[config.mk]
export PLATFORM = sky130hd
export DESIGN_NAME = btn_event_writer
export DESIGN_NICKNAME = d
export VERILOG_FILES = /design/src/rtl/btn_pkg.sv /design/src/rtl/btn_debounce.sv /design/src/rtl/btn_event_writer.sv
export SDC_FILE = /design/constraint.sdc
export NUM_CORES = 1
export LEC_CHECK = 0
export ABC_CLOCK_PERIOD_IN_PS = 2900
export CORE_UTILIZATION = 52
export DETAILED_ROUTE_END_ITERATION = 10
export GPL_TIMING_DRIVEN = 1
export HOLD_SLACK_MARGIN = 0.05
export PLACE_DENSITY = 0.76
export SLEW_MARGIN = 10
export SYNTH_ARGS = -nofsm -noshare
export SYNTH_HDL_FRONTEND = slang
export SYNTH_HIERARCHICAL = 1
export SYNTH_SLANG_ARGS = --single-unit
[constraint.sdc]
create_clock -name clk -period 2.9 [get_ports clk]
set_input_delay 0.435 -clock clk [delete_from_list [all_inputs] [get_ports clk]]
set_output_delay 0.435 -clock clk [all_outputs]
set_load 0.01 [all_outputs]
[src/rtl/btn_pkg.sv]
// Shared definitions for the button event writer: write FSM states, event word
// layout and the default target address.
package btn_pkg;

  localparam logic [31:0] DEFAULT_BASE_ADDR = 32'h0000_FF00;

  localparam int OVF_BIT    = 31;
  localparam int SEQ_LSB    = 24;
  localparam int SEQ_W      = 7;
  localparam int MASK_W_MAX = 24;

  typedef enum logic {
    ST_IDLE  = 1'b0,
    ST_WRITE = 1'b1
  } wr_state_t;

  // Bits between the mask and the sequence field stay zero because the mask
  // arrives zero-extended to the full 24-bit field.
  function automatic logic [31:0] pack_event(input logic                  ovf,
                                             input logic [SEQ_W-1:0]      seq,
                                             input logic [MASK_W_MAX-1:0] mask);
    logic [31:0] w;
    w = '0;
    w[OVF_BIT]                = ovf;
    w[SEQ_LSB +: SEQ_W]       = seq;
    w[MASK_W_MAX-1:0]         = mask;
    return w;
  endfunction

endpackage

[src/rtl/btn_debounce.sv]
// One button channel: 2-flop synchronizer, stability counter, debounced state
// and a pulse that is high on the edge where the state goes 0->1.
module btn_debounce #(
  parameter int DEBOUNCE_CYCLES = 4
) (
  input  logic clk,
  input  logic rst,
  input  logic btn,
  output logic state,
  output logic rise
);

  localparam int            CW       = $clog2(DEBOUNCE_CYCLES + 1);
  localparam logic [CW-1:0] CNT_LAST = CW'(DEBOUNCE_CYCLES - 1);

  logic          sync1_reg;
  logic          sync2_reg;
  logic          state_reg;
  logic [CW-1:0] cnt_reg;
  logic          flip;

  // The flip is decided combinationally so the rise pulse coincides with the
  // edge that updates the debounced state.
  assign flip  = (sync2_reg != state_reg) && (cnt_reg == CNT_LAST);
  assign rise  = flip && sync2_reg;
  assign state = state_reg;

  always_ff @(posedge clk) begin
    if (rst) begin
      sync1_reg <= 1'b0;
      sync2_reg <= 1'b0;
      state_reg <= 1'b0;
      cnt_reg   <= '0;
    end else begin
      sync1_reg <= btn;
      sync2_reg <= sync1_reg;
      if (sync2_reg == state_reg) begin
        cnt_reg <= '0;
      end else if (flip) begin
        cnt_reg   <= '0;
        state_reg <= sync2_reg;
      end else begin
        cnt_reg <= cnt_reg + 1'b1;
      end
    end
  end

endmodule

[src/rtl/btn_event_writer.sv]
// Debounces NUM_BTN buttons, queues press masks as sequenced event words and
// writes each word to a fixed memory-mapped address through a req/ack handshake.
module btn_event_writer
  import btn_pkg::*;
#(
  parameter int          NUM_BTN         = 5,
  parameter int          DEBOUNCE_CYCLES = 4,
  parameter int          FIFO_DEPTH      = 4,
  parameter logic [31:0] BASE_ADDR       = DEFAULT_BASE_ADDR
) (
  input  logic               clk,
  input  logic               rst,
  input  logic [NUM_BTN-1:0] btn,
  input  logic               wack,
  output logic               we,
  output logic [31:0]        waddr,
  output logic [31:0]        wdata,
  output logic [3:0]         select,
  output logic               enabler
);

  localparam int PW = (FIFO_DEPTH > 1) ? $clog2(FIFO_DEPTH) : 1;
  localparam int CW = PW + 1;

  logic [NUM_BTN-1:0]    deb_state;
  logic [NUM_BTN-1:0]    deb_rise;

  genvar gi;
  generate
    for (gi = 0; gi < NUM_BTN; gi++) begin : g_ch
      btn_debounce #(
        .DEBOUNCE_CYCLES(DEBOUNCE_CYCLES)
      ) u_deb (
        .clk  (clk),
        .rst  (rst),
        .btn  (btn[gi]),
        .state(deb_state[gi]),
        .rise (deb_rise[gi])
      );
    end
  endgenerate

  logic [31:0]           fifo_mem [FIFO_DEPTH];
  logic [PW-1:0]         wr_ptr_reg;
  logic [PW-1:0]         rd_ptr_reg;
  logic [CW-1:0]         count_reg;
  logic [SEQ_W-1:0]      seq_reg;
  logic                  drop_reg;
  logic                  enabler_reg;
  logic                  we_reg;
  logic                  fifo_full;
  logic                  fifo_empty;
  logic                  push_req;
  logic                  push_ok;
  logic                  pop;
  logic [MASK_W_MAX-1:0] mask_ext;
  wr_state_t             state_reg;
  wr_state_t             state_next;

  assign mask_ext   = MASK_W_MAX'(deb_rise);
  assign fifo_full  = (count_reg == CW'(FIFO_DEPTH));
  assign fifo_empty = (count_reg == '0);
  assign push_req   = |deb_rise;
  // A pop on the same edge frees the slot, so a full queue still accepts.
  assign push_ok    = push_req && (!fifo_full || pop);

  always_ff @(posedge clk) begin
    if (push_ok) begin
      fifo_mem[wr_ptr_reg] <= pack_event(drop_reg, seq_reg, mask_ext);
    end
  end

  always_ff @(posedge clk) begin
    if (rst) begin
      wr_ptr_reg <= '0;
      rd_ptr_reg <= '0;
      count_reg  <= '0;
      seq_reg    <= '0;
      drop_reg   <= 1'b0;
    end else begin
      if (push_ok) begin
        wr_ptr_reg <= wr_ptr_reg + 1'b1;
        seq_reg    <= seq_reg + 1'b1;
        drop_reg   <= 1'b0;
      end else if (push_req) begin
        drop_reg   <= 1'b1;
      end
      if (pop) begin
        rd_ptr_reg <= rd_ptr_reg + 1'b1;
      end
      case ({push_ok, pop})
        2'b10:   count_reg <= count_reg + 1'b1;
        2'b01:   count_reg <= count_reg - 1'b1;
        default: count_reg <= count_reg;
      endcase
    end
  end

  // Leaving WRITE always passes through IDLE, which guarantees the gap
  // between consecutive writes.
  always_comb begin
    state_next = state_reg;
    pop        = 1'b0;
    case (state_reg)
      ST_IDLE: begin
        if (!fifo_empty) begin
          state_next = ST_WRITE;
        end
      end
      ST_WRITE: begin
        if (wack) begin
          pop        = 1'b1;
          state_next = ST_IDLE;
        end
      end
      default: state_next = ST_IDLE;
    endcase
  end

  always_ff @(posedge clk) begin
    if (rst) begin
      state_reg   <= ST_IDLE;
      we_reg      <= 1'b0;
      enabler_reg <= 1'b0;
    end else begin
      state_reg   <= state_next;
      we_reg      <= (state_next == ST_WRITE);
      enabler_reg <= |deb_state;
    end
  end

  // The head only moves on pop, so these stay stable for the whole write.
  assign we      = we_reg;
  assign waddr   = we_reg ? BASE_ADDR : 32'h0;
  assign select  = we_reg ? 4'b1111 : 4'b0000;
  assign wdata   = we_reg ? fifo_mem[rd_ptr_reg] : 32'h0;
  assign enabler = enabler_reg;

endmodule

# Yosys cells after proc, flatten, opt, wreduce, memory -nomap -nowiden
# Memory sizes are Yosys's and may differ from the RTL's. A register that Yosys moved wholly into a read port is not among the register bits.
# Cells that the tools add are included.
[totals]
reg_bits = 47
mem_bits_rw = 52
out_inout_bits = 70
memories = 1
[classes]
n_addsub = 10
n_eq_ne = 18
mux = 13
bitwise = 6
n_reduce_logical = 28
[mem_list]
columns = ["memory", "words", "width", "rd", "rd_ports_with_merged_regs", "wr", "line", "rtl"]
rows = [
  ["fifo_mem", 4, 13, 1, 1, 1, "btn_event_writer.sv:43", "logic [31:0] fifo_mem [FIFO_DEPTH];"],
]
[op_table]
columns = ["op", "n"]
rows = [
  ["2-to-1 mux 32 bit", 1],
  ["adder 3 x 1 -> 3 bit (second input constant)", 6],
  ["2-to-1 mux 16 bit", 1],
  ["== test 3 x 2 -> 1 bit (second input constant)", 5],
  ["OR reduction 3 bit", 5],
  ["logical AND 1 bit", 11],
  ["AND reduction 2 bit", 5],
  ["OR reduction 5 bit", 2],
  ["adder 7 x 1 -> 7 bit (second input constant)", 1],
  ["2-to-1 mux 1 bit", 6],
  ["NOT 1 bit", 6],
  ["one-hot mux 3 bit (2 select lines)", 1],
  ["== test 1 bit", 5],
  ["inequality test 1 bit", 5],
  ["adder 2 x 1 -> 2 bit (second input constant)", 2],
  ["2-to-1 mux 2 bit", 2],
  ["2-to-1 mux 4 bit", 1],
  ["== test 3 bit (second input constant)", 1],
  ["logical NOT 3 bit", 1],
  ["subtractor 3 x 1 -> 3 bit (second input constant)", 1],
  ["== test 2 x 1 -> 1 bit (second input constant)", 1],
  ["== test 2 bit (second input constant)", 1],
  ["one-hot mux 1 bit (2 select lines)", 1],
  ["nonzero test 2 bit", 1],
  ["other kinds (3)", 3],
]

# Longest topological paths before layout
[depth]
word_depth = 7
ltp_mapped = 10

# Hierarchy
# The synthesis kept the hierarchy.
[by_module_without_submodules]
columns = ["module", "instances", "cells_each", "area_each_um2", "seq_area_each_um2"]
rows = [
  ["btn_event_writer", 1, 237, 3288.2, 1941.9],
  ["btn_debounce", 5, 19, 216.5, 120.1],
]

# Worst setup path after synthesis
# Ideal clock, no wire load.
[synth_timing]
kind = "register to register"
from = "register g_ch[1].u_deb.cnt_reg[0]"
to = "register count_reg[2]"
setup_time_ps = 86
arrival_ps = 2273
required_time_ps = 2814
setup_slack_ps = 542
stages_incl_launch_ff = 11
n_path_buf = 0
synth_period_minus_slack_ps = 2358
cell_sequence = "dfxtp_1 ha_1 ha_1 nand2_1 nor2_1 or4_4 nor3_2 fa_1 nor4_1 a21o_1 a211oi_1"
[synth_via]
elab_chain_cells = 7
[synth_lines]
columns = ["item", "line", "rtl"]
rows = [
  ["start, declared", "btn_debounce.sv:19", "logic [CW-1:0] cnt_reg;"],
  ["start signal, assigned", "btn_debounce.sv:43", "cnt_reg <= cnt_reg + 1'b1;"],
  ["== test 3 x 2 -> 1 bit *", "btn_debounce.sv:24", "assign flip = (sync2_reg != state_reg) && (cnt_reg == CNT_LAST);"],
  ["logical AND 1 bit *", "btn_debounce.sv:24", ""],
  ["logical AND 1 bit *", "btn_debounce.sv:25", "assign rise = flip && sync2_reg;"],
  ["via deb_rise[1]", "btn_event_writer.sv:26", "logic [NUM_BTN-1:0] deb_rise;"],
  ["OR reduction 5 bit *", "btn_event_writer.sv:63", "assign push_req = |deb_rise;"],
  ["logical AND 1 bit *", "btn_event_writer.sv:65", "assign push_ok = push_req && (!fifo_full || pop);"],
  ["== test 2 x 1 -> 1 bit or == test 2 bit (tied branches)", "btn_event_writer.sv:91", "case ({push_ok, pop})"],
  ["one-hot mux 3 bit (2 select lines) or nonzero test 2 bit (tied branches)", "n/a", ""],
  ["end signal, assigned", "btn_event_writer.sv:92", "2'b10: count_reg <= count_reg + 1'b1;"],
  ["end signal, assigned", "btn_event_writer.sv:93", "2'b01: count_reg <= count_reg - 1'b1;"],
  ["end signal, assigned", "btn_event_writer.sv:94", "default: count_reg <= count_reg;"],
  ["end, declared", "btn_event_writer.sv:46", "logic [CW-1:0] count_reg;"],
]
# Mark *: on every way through the listed nets, which the timed path passes. The rest lies on a longest branch.
# A chain may end at the register's enable or synchronous reset.

==> metrics <==
Die Area=0.00878 sq mm; Die W=93.7 um; status=complete, no violations; Starting Density=a little over half; Yosys reg bits=101; Vias/cell=4.93; Die Ht=around 94 um; Worst Path Buf+Inv=2; post-DP HPWL=approximately 4500 um; final instance area=0.00486 sq mm; DRC viols=0; total CTS buffers=9; register area share after synthesis=58.2%; # diodes=0; critical path arrival=2.24 ns; DRT Pass-1 Iters=4; post-synth cell types=38; Final Skew=roughly 0.013 ns; WHS=0.428 ns; vias in the first global route=~2300; Avg Inst Size Synth=13.2 sq um; IO Port Bufs=34; Setup Viol. Count Final=0; clk buf depth=2; Synth warnings=6; final estimated routing congestion in global placement=0.770; clk_lat worst skew=about 0.36 ns; CTS tree=yes; NetSw=~650 uW; final wirelength=6510 um; critical path, cell by cell=buf_12, mux4_2, and2_1, clkdlybuf4s50_1; largest net degree at the start of global routing=32; R2R Setup Slk=~0.35 ns; max reg flops=52; Hold Crit Class=register to register; clock power share=35.0%; power density over the cells=581 mW/mm^2; via count=2346; Final Hold Viols=0; post-route clock period utilization=92.2%; Gate Count Post-Synth=332; fraction of layout cells with a size suffix above 1=13.5%; total track usage=~16%; CP max FO=10; Post-Syn Area=about 0.0044 sq mm; combinational power share=11.0%; crit path time final=roughly 2.7 ns; num rows=33; post-route core utilization=59.4%; routed length per instance=13.7 um; grt ovf=0; Syn-to-layout area delta=11.1%; ys flop type=edfxtp_1; commonest non-fill, non-tap cells in the layout=edfxtp_1, dfxtp_1, conb_1; Post-synth EDFFs=52; HP Start=g_ch[4].u_deb/cnt_reg[0]; sequential power share=between 50% and 60%; Top delay family on crit path=buffers and inverters; Final #Nets=around 400; RR Startpoint=g_ch[1].u_deb/cnt_reg[0]; Placement Cell Area=0.00463 sq mm; Sw Ratio=23.0%; Crit. End Element=output pin; depth of the CTS H-tree=3; worst endpoint required time=2.47 ns; ANT nets after route=0; unrepaired setup endpoints after global routing=no; most common cell after layout, fill and taps aside=edfxtp_1; Internal=approximately 2200 uW; Max VDD drop=0.318 mV; Starting DRT DRC Count=roughly 160; root buffer cell=clkbuf_8; Max Slew Vio Count=0; IO Count=78; initial antenna violation count=0; slowest stage delay, CP=approximately 0.51 ns; Maximum Capacitance Violations=0; critical path's slowest cell=dfxtp_1; Synth async-reset ratio=0%; kind of critical path=register to output pin; Reg clk slew, reported paths=0.10 ns; CP Launch Type=register; leak pwr=about 0.0017 uW; final setup TNS=0 ns; floorplan core area=0.00818 sq mm; Max Freq=0.374 GHz; worst slew pin tran=0.656 ns; first-pass GRT wire length=approximately 11000 um; clock sink total=101; Slew headroom=56.3%
through the flow:
step           worst slack (ns)  cells  power [uW]
3_5_place_dp              0.367    460        1870
2_1_floorplan             0.542    374        1790
6_report                  0.226    476        2820
4_1_cts                   0.181    476        2850
5_1_grt                  0.0353    476        2920
3_3_place_gp              0.441    460        1860
area by class of cell:
class                           count  area [sq um]
Clock buffer                        9           124
Clock inverter                      7           104
Fill cell                         667          3320
Inverter                            8          30.0
Multi-Input combinational cell    203          1510
Sequential cell                   101          2540
Tap cell                          105           131
Timing Repair Buffer               43           415
power by group through the flow:
stage	Combinational (uW)	Sequential [uW]	Clock, uW
floorplan	236	1550	0
global placement	307	1560	0
detailed placement	312	1560	0
CTS	313	1530	1010
global route	337	1530	1060
finish	310	1520	989
final timing paths:
check | endpoint | depth (start not counted)
hold / removal | g_ch[4].u_deb/cnt_reg[0] | 1
hold reg to reg | g_ch[4].u_deb/cnt_reg[0] | 1
setup reg to reg | fifo_mem[2][11] | 9
setup / recovery | wdata[24] | 4
synthesized netlist by cell type, drive strengths merged, types with 3 or more instances:
cell type	number	area (sq um)
a21oi	12	63.8
and2	18	113
buf	58	434
clkbuf	4	15.0
dfxtp	49	981
edfxtp	52	1560
ha	15	188
inv	8	30.0
mux2i	4	40.0
mux4	13	293
nand2	9	33.8
nand2b	7	43.8
nand3	3	15.0
nor2	18	67.6
nor2b	11	68.8
nor3	3	20.0
nor4	12	75.1
nor4b	5	75.1
o21ai	4	20.0
or3	4	25.0
xnor2	7	61.3
logic make-up after synthesis:
group	Yosys count	share of synthesized area, %
buf+inv	70	11.0
fa+ha+maj	16	4.75
other cells	1	0.0858
simple gates	94	13.1
xor+xnor	9	1.80
flops	101	58.2
compound gates	23	3.23
mux	18	7.87
layer usage:
layer	global-route usage, %	routed length [um]	up-vias
met5	0	0	-
met4	6.92	70	0
met3	4.53	238	8
met2	27.8	3380	57
met1	19.0	2820	1133
li1	-	-	1148
worst reg2reg max path, cell delays in order (launching register included):
cell     delay, ns
dfxtp_1       0.34
ha_1          0.20
ha_1          0.24
nand2_1       0.11
nor2_1        0.08
or4_4         0.59
nor2_1        0.21
nor2_1        0.12
and2_1        0.20
buf_4         0.21
repair_timing:
action                                  CTS  global route
endpoints found under the setup margin    0             1
gates resized for setup                   0             1
hold buffers                              0             0
buffers inserted                          0             0
Note: power is estimated with default switching activity, not from simulation.
